<file path="config.mk">
export PLATFORM = sky130hd
export DESIGN_NAME = mempool_dma_bank_splitter
export DESIGN_NICKNAME = d
export VERILOG_FILES = /design/src/rtl/mempool_dma_bank_splitter.sv
export SDC_FILE = /design/constraint.sdc
export NUM_CORES = 1
export LEC_CHECK = 0
export CAP_MARGIN = 5
export CORE_AREA = 4 4 249 251
export DETAILED_ROUTE_END_ITERATION = 6
export DIE_AREA = 0 0 253 255
export MAX_ROUTING_LAYER = met4
export SLEW_MARGIN = 5
export SYNTH_ARGS = -nofsm -noshare
export SYNTH_HDL_FRONTEND = slang
export SYNTH_SLANG_ARGS = --single-unit
</file>
<file path="constraint.sdc">
create_clock -name clk_i -period 2.1 [get_ports clk_i]
set_clock_uncertainty 0.05 [all_clocks]
set_input_delay 0.42 -clock clk_i [delete_from_list [all_inputs] [get_ports clk_i]]
set_output_delay 0.42 -clock clk_i [all_outputs]
set_load 0.01 [all_outputs]
</file>
<file path="src/rtl/mempool_dma_bank_splitter.sv">
// Splits one wide DMA superbank access into per-bank word requests and
// re-assembles out-of-order read data. Optional: MEMPOOL_DMA_SPLIT_STALL_CNT_EN.
module mempool_dma_bank_splitter #(
  parameter int unsigned NumWords  = 4,
  parameter int unsigned DataWidth = 32,
  parameter int unsigned AddrWidth = 8
) (
  input  logic                            clk_i,
  input  logic                            rst_i,
  input  logic                            req_valid_i,
  output logic                            req_ready_o,
  input  logic                            req_wen_i,
  input  logic [AddrWidth-1:0]            req_addr_i,
  input  logic [NumWords*DataWidth-1:0]   req_wdata_i,
  input  logic [NumWords*DataWidth/8-1:0] req_be_i,
  output logic                            resp_valid_o,
  input  logic                            resp_ready_i,
  output logic [NumWords*DataWidth-1:0]   resp_rdata_o,
  output logic [NumWords-1:0]             bank_req_valid_o,
  input  logic [NumWords-1:0]             bank_req_ready_i,
  output logic [NumWords*AddrWidth-1:0]   bank_addr_o,
  output logic [NumWords-1:0]             bank_wen_o,
  output logic [NumWords*DataWidth-1:0]   bank_wdata_o,
  output logic [NumWords*DataWidth/8-1:0] bank_be_o,
  input  logic [NumWords-1:0]             bank_resp_valid_i,
  input  logic [NumWords*DataWidth-1:0]   bank_rdata_i,
  output logic [31:0]                     stall_cycles_o
);

  localparam int unsigned BeWidth = DataWidth / 8;

  typedef enum logic [1:0] {
    IDLE,
    ISSUE,
    RESP
  } state_e;

  state_e                          state_q, state_d;
  logic                            wen_q, wen_d;
  logic [AddrWidth-1:0]            addr_q, addr_d;
  logic [NumWords*DataWidth-1:0]   wdata_q, wdata_d;
  logic [NumWords*BeWidth-1:0]     be_q, be_d;
  logic [NumWords-1:0]             pending_q, pending_d;
  logic [NumWords-1:0]             got_q, got_d;
  logic [NumWords*DataWidth-1:0]   rdata_q, rdata_d;
  logic [NumWords-1:0]             rsp_hit;

  // Next-state logic: latch request, track bank accepts and returned words.
  always_comb begin
    state_d   = state_q;
    wen_d     = wen_q;
    addr_d    = addr_q;
    wdata_d   = wdata_q;
    be_d      = be_q;
    pending_d = pending_q;
    got_d     = got_q;
    rdata_d   = rdata_q;
    rsp_hit   = '0;
    unique case (state_q)
      IDLE: begin
        if (req_valid_i) begin
          wen_d   = req_wen_i;
          addr_d  = req_addr_i;
          wdata_d = req_wdata_i;
          be_d    = req_be_i;
          for (int i = 0; i < NumWords; i++) begin
            pending_d[i] = req_wen_i ?
              |req_be_i[i*BeWidth +: BeWidth] : 1'b1;
          end
          got_d   = '0;
          state_d = ISSUE;
        end
      end
      ISSUE: begin
        pending_d = pending_q & ~bank_req_ready_i;
        if (!wen_q) begin
          // Duplicate responses for an already-filled word are dropped.
          rsp_hit = bank_resp_valid_i & ~got_q;
          for (int i = 0; i < NumWords; i++) begin
            if (rsp_hit[i]) begin
              rdata_d[i*DataWidth +: DataWidth] =
                bank_rdata_i[i*DataWidth +: DataWidth];
            end
          end
          got_d = got_q | rsp_hit;
          if (pending_q == '0 && got_d == '1) begin
            state_d = RESP;
          end
        end else if (pending_d == '0) begin
          // Writes are posted: done once every enabled bank accepted.
          state_d = IDLE;
        end
      end
      RESP: begin
        if (resp_ready_i) begin
          state_d = IDLE;
        end
      end
      default: state_d = IDLE;
    endcase
  end

  // State and datapath registers with synchronous reset.
  always_ff @(posedge clk_i) begin
    if (rst_i) begin
      state_q   <= IDLE;
      wen_q     <= 1'b0;
      addr_q    <= '0;
      wdata_q   <= '0;
      be_q      <= '0;
      pending_q <= '0;
      got_q     <= '0;
      rdata_q   <= '0;
    end else begin
      state_q   <= state_d;
      wen_q     <= wen_d;
      addr_q    <= addr_d;
      wdata_q   <= wdata_d;
      be_q      <= be_d;
      pending_q <= pending_d;
      got_q     <= got_d;
      rdata_q   <= rdata_d;
    end
  end

  assign req_ready_o      = (state_q == IDLE);
  assign resp_valid_o     = (state_q == RESP);
  assign resp_rdata_o     = rdata_q;
  assign bank_req_valid_o = pending_q;
  assign bank_addr_o      = {NumWords{addr_q}};
  assign bank_wen_o       = {NumWords{wen_q}};
  assign bank_wdata_o     = wdata_q;
  assign bank_be_o        = be_q;

`ifdef MEMPOOL_DMA_SPLIT_STALL_CNT_EN
  logic [31:0] stall_q, stall_d;

  // Saturating count of cycles where some bank holds a request unaccepted.
  always_comb begin
    stall_d = stall_q;
    if (|(pending_q & ~bank_req_ready_i) && stall_q != 32'hFFFF_FFFF) begin
      stall_d = stall_q + 32'd1;
    end
  end

  // Stall counter register.
  always_ff @(posedge clk_i) begin
    if (rst_i) begin
      stall_q <= '0;
    end else begin
      stall_q <= stall_d;
    end
  end

  assign stall_cycles_o = stall_q;
`else
  assign stall_cycles_o = 32'd0;
`endif

endmodule

</file>
==> metrics, run 1 <==
Clock transition at path regs=0.06 ns; sequential area share after synthesis=54.3%; #FFs+latches synth=291; layout cells sized above 1=7.08%; Total Wirelength=45.1 mm; slowest CP cell=clkdlybuf4s50_1; Total GRT Usage=13.1%; fmax=0.491 GHz; maxcap violations=0; first-pass GRT wire length=63.9 mm; clock root cell=clkbuf_16; Pins Over Slew Limit=0; H-tree depth=2; I/O pins=639; DP HPWL=34.3 mm; Area contributors post-synth=dfxtp_1 54%, nand2_1 20%, a21oi_1 12%; Synth top area share=54.3%; status=finished clean; vias in the first global route=10700; worst hold path type=in -> reg; Synth Instances=1348; DIE WIDTH=253 um; pre-CTS WS=-0.689 ns; 1st-pass router iterations=5; core box area=59900 um2; placer congestion estimate=0.847; WP buf/inv=2; arrival time worst endpoint=1.57 ns; TritonCTS Buffers=36; CP cell instances=buf_6, clkdlybuf4s50_1; Clock Sinks=291; Clock Latency Late Sink=0.52 ns; RSZ-0062 raised after global routing=no; synthesis-to-layout area growth=74.5%; sequential power share=41.2%; Via density=4.05; Worst Setup End Kind=output pin; Die H=255 um; CTS tree=built; initial antenna violation count=5; leak pwr=6.69 nW; Port Buffer Count=606; # setup viols final=0; Starting Density=17.9%; synth warn=0; switch share=25.2%; largest net degree at the start of global routing=56; crit path kind=reg -> out; slowest stage delay, CP=0.54 ns; Worst setup SP type=flop; DRC Markers=0; Final nets=2204; peak supply drop=0.433 mV; Unique masters post-synth=31; GR Overflow Total=0; Final min period=2.04 ns; crit path max fanout=6; post-DR wirelength/cell=16.6 um; Worst-Margin Slew=0.733 ns; clock power share=42.1%; clk buf depth=3; Period Utilization, post-route=97.0%; final worst setup slack=0.0625 ns; PwrDens=778 nW/um2; cell family with most CP delay=buffers and inverters; initial drt markers=503; CP Data Required Time=1.63 ns; post-route ant nets=0; placed insts=2655; setup bufs post-CTS=0; FP Rows=90; via count=11000; final hold vios=0; post-synth top area cell=dfxtp_1; Syn Area/Cell=7.96 um2; final instance count without filler cells=2719; mapped cell area=10700 um2; area of the die=64500 um2; Logic pwr share=16.7%; NetSw=0.00367 W; Internal=0.0109 W; Worst slew margin=51.0%
[metrics by stage]
| step | power (W) | area (um2) | util, % | setup TNS, ns | hold WS (ns) |
|---|---|---|---|---|---|
| 2_1_floorplan | 0.00704 | 10900 | - | 0 | 0.431 |
| 3_3_place_gp | 0.00855 | 17600 | 29.3 | -0.607 | 0.391 |
| 3_5_place_dp | 0.00858 | 17600 | 29.3 | -0.689 | 0.395 |
| 4_1_cts | 0.0148 | 18700 | 31.2 | 0 | 0.234 |
| 5_1_grt | 0.0152 | 18700 | 31.3 | 0 | 0.262 |
| 6_report | 0.0146 | 18700 | 31.3 | 0 | 0.264 |
[final timing paths]
kind | slack (ns) | endpoint | startpoint | depth (start not counted)
setup / recovery | 0.06 | bank_wen_o[2] | wen_q$_SDFFE_PP0P_ | 2
hold / removal | 0.26 | bank_wdata_o[74]$_SDFFE_PP0P_ | rst_i | 2
setup reg to reg | 0.26 | state_q[0]$_SDFFE_PP0P_ | bank_req_valid_o[2]$_SDFFE_PP0P_ | 5
hold reg to reg | 0.40 | resp_rdata_o[55]$_SDFFE_PP0P_ | resp_rdata_o[55]$_SDFFE_PP0P_ | 2
[worst register-to-register path, delay by kind of cell, from the launching register on]
family | cells | cell delay, ns
buffers and inverters | 1 | 0.26
AO/OA/AOI/OAI | 2 | 0.77
multiplexers | 1 | 0.14
flip-flops | 1 | 0.33
AND/OR/NAND/NOR | 1 | 0.15
[final cells by class]
type / instances / area (um2)
Inverter: 2 / 7.51
Sequential cell: 291 / 5830
Fill cell: 6251 / 41200
Antenna cell: 3 / 7.51
Clock inverter: 7 / 116
Clock buffer: 54 / 1030
Timing Repair Buffer: 649 / 6630
Tap cell: 782 / 978
Multi-Input combinational cell: 931 / 4130
[cells in the final DEF (no fill, tap or decap), types with 2 or more instances in the layout]
| master | count |
|---|---|
| nor2_1 | 7 |
| clkbuf_1 | 13 |
| nand2_1 | 560 |
| a21oi_1 | 259 |
| a22oi_1 | 5 |
| buf_12 | 18 |
| clkbuf_16 | 37 |
| clkinv_2 | 2 |
| nand2_2 | 5 |
| dlymetal6s2s_1 | 2 |
| diode_2 | 3 |
| dfxtp_2 | 3 |
| dlygate4sd2_1 | 2 |
| nor3b_4 | 2 |
| conb_1 | 32 |
| nand3b_1 | 4 |
| dfxtp_1 | 287 |
| nand3_1 | 3 |
| inv_1 | 2 |
| buf_4 | 24 |
| bufinv_16 | 3 |
| clkbuf_8 | 4 |
| and3b_2 | 3 |
| o22ai_1 | 2 |
| nor2b_1 | 4 |
| clkdlybuf4s50_1 | 600 |
| nor4_1 | 3 |
| o21ai_0 | 5 |
| a21oi_2 | 26 |
[sequential cells by signal (all words and copies together) (netlist names)]
register,flops
bank_wdata_o,128
resp_rdata_o,128
bank_be_o,16
addr_q,8
bank_req_valid_o,4
got_q,4
state_q,2
wen_q,1
[metal layers]
layer	wire, um	global-route usage [%]	vias to the layer above
li1	-	-	5380
met1	18700	15.6	5116
met2	21700	21.4	412
met3	3120	3.51	93
met4	1620	5.17	0
met5	0	-	-
[power by group through the flow]
stage | clock [W] | sequential (W) | combinational, W
2_1_floorplan | 0 | 0.00623 | 0.000811
6_report | 0.00614 | 0.00600 | 0.00244
5_1_grt | 0.00657 | 0.00603 | 0.00263
4_1_cts | 0.00637 | 0.00600 | 0.00247
3_5_place_dp | 0 | 0.00612 | 0.00246
3_3_place_gp | 0 | 0.00611 | 0.00244
[logic make-up (layout without fill, tap and decap cells)]
| logic type | Yosys count | in the layout | synth area share, % |
|---|---|---|---|
| AOI/OAI and AO/OA | 299 | 299 | 15.1 |
| buffers and inverters | 157 | 712 | 8.51 |
| DFF | 291 | 291 | 54.3 |
| muxes | 1 | 1 | 0.105 |
| other | 1 | 35 | 0.0349 |
| and+or+nand+nor | 599 | 599 | 22.0 |
[cells in the mapped netlist]
cell,n
buf_8,3
and2b_1,1
and3b_2,3
a21oi_2,26
nor2_1,8
buf_2,40
or2b_1,1
nand2_1,561
nand2_2,5
o21ai_0,5
nor3b_2,1
and3b_1,1
inv_1,2
nor2b_1,4
buf_4,60
a22oi_1,5
nand3b_1,4
conb_1,1
a2111oi_0,2
nor3_1,1
nand3_1,3
or4b_2,1
o22ai_1,2
dfxtp_1,291
clkbuf_1,50
a21oi_1,259
or4_1,1
nor4_1,3
buf_6,2
nor3b_4,1
mux2_2,1
[repair_timing]
| action | 4_1_cts | 5_1_grt |
|---|---|---|
| resized for setup | 13 | 2 |
| endpoints found under the setup margin | 15 | 3 |
| hold buffers | 0 | 0 |
Power figures use the tool's default switching activity.
==> run 2: changes to the inputs <==
--- a/config.mk
+++ b/config.mk
@@ -6,9 +6,9 @@
 export NUM_CORES = 1
 export LEC_CHECK = 0
 export CAP_MARGIN = 5
-export CORE_AREA = 4 4 249 251
+export CORE_AREA = 4 4 243 245
 export DETAILED_ROUTE_END_ITERATION = 6
-export DIE_AREA = 0 0 253 255
+export DIE_AREA = 0 0 247 249
 export MAX_ROUTING_LAYER = met4
 export SLEW_MARGIN = 5
 export SYNTH_ARGS = -nofsm -noshare
==> run 2 against run 1 <==
  * Worst hold slack better by 0.015 ns
  * Cell count down 0.70%
  * Utilization up 1.3 points
  * Register-to-register slack better by 0.03 ns
  * First-iteration DRC count down 10%
  * Setup slack better by 0.015 ns
  * Sequential cell count unchanged
  * Combinational power down 2%
  * Die area down 4.7%
  * Power down 2.6%
==> metrics, run 2 (synthesized netlist as in run 1, its figures left out) <==
status=finished clean; largest net degree at the start of global routing=64 (+14%); cts hold-fix bufs=0 (unchanged); clk buf depth=3 (unchanged); Die H=249 um (-2.4%); DIE WIDTH=247 um (-2.4%); Port Buffer Count=606 (unchanged); peak supply drop=0.589 mV (+36%); Final min period=2.02 ns (-0.0147 ns); DP HPWL=32.2 mm (-6.1%); leak pwr=6.65 nW (-0.60%); area of the die=61500 um2 (-4.7%); slowest stage delay, CP=0.59 ns (+0.05 ns); worst hold path depth=2 (unchanged); synthesis-to-layout area growth=73.4%; arrival time worst endpoint=1.55 ns (-0.02 ns); FP Rows=88 (-2.2%); GR Overflow Total=0 (unchanged); register area=5830 um2 (about the same); Via density=3.99 (-1.4%); H-tree depth=2 (unchanged); NetSw=0.00357 W (-2.8%); CP Data Required Time=1.63 ns (about the same); fmax=0.494 GHz (+0.73%); vias in the first global route=10700 (+0.80%); Critical R2R Capture=state_q[0]$_SDFFE_PP0P_; Clock Sinks=291 (unchanged); met2 usage=22.3% (+0.90 points); maxcap violations=0 (unchanged); Reg2Reg Depth=4 (-1); placer congestion estimate=0.835 (-1.4%); slowest CP cell=clkdlybuf4s50_1; WP buf/inv=1 (-1); I/O pins=639 (unchanged); clock root cell=clkbuf_16; Worst R2R Setup Slack=0.29 ns (+0.03 ns); Worst Setup End Kind=output pin; CTS tree=built; global route hottest layer=met2; initial drt markers=451 (-10%); Worst setup SP type=flop; CP cell instances=clkdlybuf4s50_1; post-DR wirelength/cell=15.6 um (-5.8%); crit path kind=reg -> out; worst hold endpoint=resp_rdata_o[9]$_SDFFE_PP0P_; DRC Markers=0 (unchanged); global-route met3 utilization=4.22% (+0.71 points); Reg2Reg Launch Point=bank_req_valid_o[3]$_SDFFE_PP0P_; Logic pwr share=16.9% (+0.2 points); commonest non-fill, non-tap cell in the layout=clkdlybuf4s50_1; sequential power share=42.3% (+1.1 points); setup bufs post-CTS=0 (unchanged); Starting Density=18.8% (+0.87 points); via count=10800 (-2.0%); post-route ant nets=0 (unchanged); final hold vios=0 (unchanged); 1st-pass router iterations=4 (-1); layout cells sized above 1=7.29% (+0.21 points); clock power share=40.8% (-1.3 points); critical path depth in cells=1 (-1); switch share=25.1% (-0.051 points); most frequent cells in the layout=597 x clkdlybuf4s50_1, 560 x nand2_1, 286 x dfxtp_1, 259 x a21oi_1, 36 x clkbuf_16; first-pass GRT wire length=62.2 mm (-2.6%); TritonCTS Buffers=35 (-2.8%); RSZ-0062 raised after global routing=no; final instance count without filler cells=2700 (-0.70%); PwrDens=762 nW/um2 (-2.0%); Clock transition at path regs=0.06 ns (about the same); GRT met1 Usage=15.0% (-0.55 points); Worst-Margin Slew=0.577 ns (-0.156 ns); crit path max fanout=5 (-1); Clock Latency Late Sink=0.52 ns (about the same); Pins Over Slew Limit=0 (unchanged); Total GRT Usage=13.2% (+0.072 points); Internal=0.0106 W (-2.6%); Power Total=0.0142 W (-2.6%); HP Start=rst_i; initial antenna violation count=1 (-4); Worst slew margin=61.5% (+10 points); Period Utilization, post-route=96.3% (-0.70 points); area of the multi-input gates=4130 um2 (+0.12%); Total Wirelength=42.2 mm (-6.4%); cell family with most CP delay=buffers and inverters; # setup viols final=0 (unchanged); worst hold path type=in -> reg; Fillers=5894 (-5.7%); Final nets=2206 (+0.091%); core box area=57100 um2 (-4.6%); placed insts=2641 (-0.53%)
## run 2: area by class of cell
type                       count  area share [%]
antenna                        2          0.0269
clock buffer                  51            5.47
clock inverter                 6           0.410
inverter                       2          0.0403
multi-input combinational    931            22.2
sequential                   291            31.3
tap                          765            5.14
timing repair buffer         652            35.4
## run 2: worst max-delay path by stage
stage	from	endpoint	slack, ns
2_1_floorplan	state_q[0]$_SDFFE_PP0P_	resp_rdata_o[6]$_SDFFE_PP0P_	0.63
3_3_place_gp	bank_req_ready_i[3]	state_q[0]$_SDFFE_PP0P_	-0.71
3_5_place_dp	bank_req_ready_i[3]	state_q[0]$_SDFFE_PP0P_	-0.71
4_1_cts	bank_be_o[10]$_SDFFE_PP0P_	bank_be_o[10]	0.009
5_1_grt	addr_q[3]$_SDFFE_PP0P_	bank_addr_o[27]	0.02
6_report	addr_q[3]$_SDFFE_PP0P_	bank_addr_o[11]	0.08
## run 2: repair_timing
action | 4_1_cts | 5_1_grt
resized for setup | 14 | 2
endpoints found under the setup margin | 9 | 5
pin swaps | 0 | 0
## run 2: stage by stage
step	hold WS (ns)	util (%)	setup WS, ns	setup TNS (ns)	instance area, um2
after floorplan	0.431	-	0.635	0	10900
after global placement	0.391	30.6	-0.714	-0.714	17500
after detailed placement	0.395	30.6	-0.709	-0.709	17500
after CTS	0.237	32.6	0.00934	0	18600
after global routing	0.263	32.6	0.0203	0	18600
final	0.280	32.6	0.0773	0	18600
## run 2: power by group through the flow
| stage | logic, W | clock network [W] | registers (W) |
|---|---|---|---|
| 2_1_floorplan | 0.000811 | 0 | 0.00623 |
| 3_3_place_gp | 0.00241 | 0 | 0.00610 |
| 3_5_place_dp | 0.00243 | 0 | 0.00612 |
| 4_1_cts | 0.00243 | 0.00605 | 0.00600 |
| 5_1_grt | 0.00259 | 0.00626 | 0.00603 |
| 6_report | 0.00240 | 0.00579 | 0.00600 |
## run 2: metal layers
metal | vias up | wire length (um) | share of wire [%]
met5 | - | 0 | 0
li1 | 5378 | - | -
met3 | 70 | 3590 | 8.5
met4 | 0 | 1090 | 2.6
met1 | 4936 | 17000 | 40
met2 | 392 | 20500 | 49
==> run 3: changes to the inputs <==
--- a/config.mk
+++ b/config.mk
@@ -10,6 +10,7 @@
 export DETAILED_ROUTE_END_ITERATION = 6
 export DIE_AREA = 0 0 247 249
 export MAX_ROUTING_LAYER = met4
+export REMOVE_ABC_BUFFERS = 1
 export SLEW_MARGIN = 5
 export SYNTH_ARGS = -nofsm -noshare
 export SYNTH_HDL_FRONTEND = slang
==> run 3 against run 2 <==
  * Global-route usage grew 0.34 points
  * Power grew 3.2%
  * Critical path depth is the same
  * Maximum frequency grew 0.91%
  * Wire length grew 2.7%
  * Cell count grew 0.63%
  * Sequential share of layout area shrank 0.41 points
  * Register-to-register slack gained 0.03 ns
  * Utilization grew 0.44 points
  * Non-clock buffer count grew 7
  * Design area grew 1.4%
  * Highest routed layer unchanged
==> metrics, run 3 (synthesized netlist as in run 1, its figures left out) <==
maxcap violations=0 (unchanged); Clock Latency Late Sink=0.53 ns (about the same); Starting Density=18.8% (unchanged); Worst slew margin=53.0% (-8.5 points); # setup viols final=0 (unchanged); FP Rows=88 (unchanged); register area=5840 um2 (about the same); post-route ant nets=0 (unchanged); Total GRT Usage=13.6% (+0.34 points); Final nets=2213 (+0.32%); largest net degree at the start of global routing=58 (-9.4%); Post-Route M1 WL=17.1 mm (+0.65%); Met3 Wirelength=3.79 mm (+5.4%); post-DR wirelength/cell=15.9 um (+2.1%); Period Utilization, post-route=95.4% (-0.87 points); Worst setup SP type=flop; 1st-pass router iterations=4 (unchanged); first-pass GRT wire length=63.4 mm (+1.9%); status=finished clean; CP cell instances=clkdlybuf4s50_1; setup bufs post-CTS=0 (unchanged); core box area=57100 um2 (unchanged); synthesis-to-layout area growth=75.8%; Worst Setup End Kind=output pin; met2 WL post-DR=20.9 mm (+2.3%); final hold vios=0 (unchanged); final worst setup slack=0.0956 ns (+0.0183 ns); TritonCTS Buffers=35 (unchanged); PwrDens=776 nW/um2 (+1.8%); slowest stage delay, CP=0.59 ns (about the same); Fillers=5891 (-0.051%); Reg2Reg Depth=4 (unchanged); commonest non-fill, non-tap cell in the layout=clkdlybuf4s50_1; placer congestion estimate=0.869 (+4.2%); pre-CTS WS=-0.178 ns (+0.531 ns); area of the multi-input gates=4130 um2 (-0.18%); critical path depth in cells=1 (unchanged); clk buf depth=3 (unchanged); DRC Markers=0 (unchanged); area of the die=61500 um2 (unchanged); Port Buffer Count=606 (unchanged); DR top layer=met4; slowest CP cell=clkdlybuf4s50_1; Worst-Margin Slew=0.698 ns (+0.122 ns); RSZ-0062 raised after global routing=no; Clock Sinks=291 (unchanged); Total Wirelength=43.3 mm (+2.7%); crit path kind=reg -> out; utilization after layout=33.0% (+0.44 points); CP Data Required Time=1.63 ns (about the same); clock root cell=clkbuf_16; Via density=4.04 (+1.3%); WP buf/inv=1 (unchanged); initial antenna violation count=7 (+6); leak pwr=6.77 nW (+1.8%); worst hold path depth=2 (unchanged); arrival time worst endpoint=1.53 ns (-0.02 ns); crit path max fanout=5 (unchanged); Final min period=2.00 ns (-0.0183 ns); DP HPWL=33.1 mm (+2.8%); I/O pins=639 (unchanged); vias in the first global route=11100 (+3.3%); GR Overflow Total=0 (unchanged); DIE WIDTH=247 um (unchanged); peak supply drop=0.472 mV (-20%); CTS tree=built; H-tree depth=2 (unchanged); Pins Over Slew Limit=0 (unchanged); Clock transition at path regs=0.06 ns (about the same); fmax=0.499 GHz (+0.91%); Die H=249 um (unchanged); worst hold path type=in -> reg; most frequent cells in the layout=599 x clkdlybuf4s50_1, 560 x nand2_1, 286 x dfxtp_1, 259 x a21oi_1, 35 x clkbuf_16; via count=11000 (+1.9%); initial drt markers=390 (-14%); layout cells sized above 1=8.07% (+0.78 points); cell family with most CP delay=buffers and inverters
run 3: changes by cell type in the layout (fill, tap and decap cells not counted), sizes merged, moves of 2 or more:
cell and change:
buf +7, clkinv +6, diode +5, clkbuf -3, dlygate4sd2 -3, bufinv +2, clkdlybuf4s50 +2
run 3: layout make-up:
class / instances / area share, %
timing repair buffer: 659 / 35.6
antenna: 7 / 0.0929
inverter: 2 / 0.0398
multi-input combinational: 931 / 21.9
clock inverter: 14 / 0.955
clock buffer: 48 / 5.43
tap: 765 / 5.07
sequential: 291 / 30.9
run 3: worst paths after layout:
kind / start / slack (ns) / endpoint
min: rst_i / 0.27 / got_q[0]$_SDFFE_PP0P_
max reg2reg: bank_req_valid_o[0]$_SDFFE_PP0P_ / 0.32 / state_q[0]$_SDFFE_PP0P_
min reg2reg: resp_rdata_o[112]$_SDFFE_PP0P_ / 0.40 / resp_rdata_o[112]$_SDFFE_PP0P_
max: addr_q[7]$_SDFFE_PP0P_ / 0.1 / bank_addr_o[23]
run 3: stage by stage:
step	hold WS [ns]	setup TNS [ns]	power [W]	instance area [um2]	instances
floorplan	0.424	-493.75	0.00684	9940	1224
global placement	0.391	-0.472	0.00855	17600	2648
detailed placement	0.396	-0.285	0.00858	17600	2648
CTS	0.230	0	0.0150	18800	2710
global route	0.251	0	0.0154	18900	2717
finish	0.269	0	0.0146	18900	2717
run 3: per-layer routing:
layer / track usage [%] / up-vias
met5: - / -
met2: 22.9 / 424
li1: - / 5403
met3: 4.42 / 82
met1: 14.9 / 5073
met4: 4.86 / 0
run 3: report_power, final:
| group | internal (W) | switching (W) |
|---|---|---|
| Combinational | 0.00136 | 0.00107 |
| Clock | 0.00380 | 0.00242 |
| Sequential | 0.00582 | 0.000174 |
| Total | 0.0110 | 0.00366 |
run 3: repair_timing:
action                     CTS  global route
hold buffers                 0             0
resized for setup           11             2
setup endpoints to repair    9             5
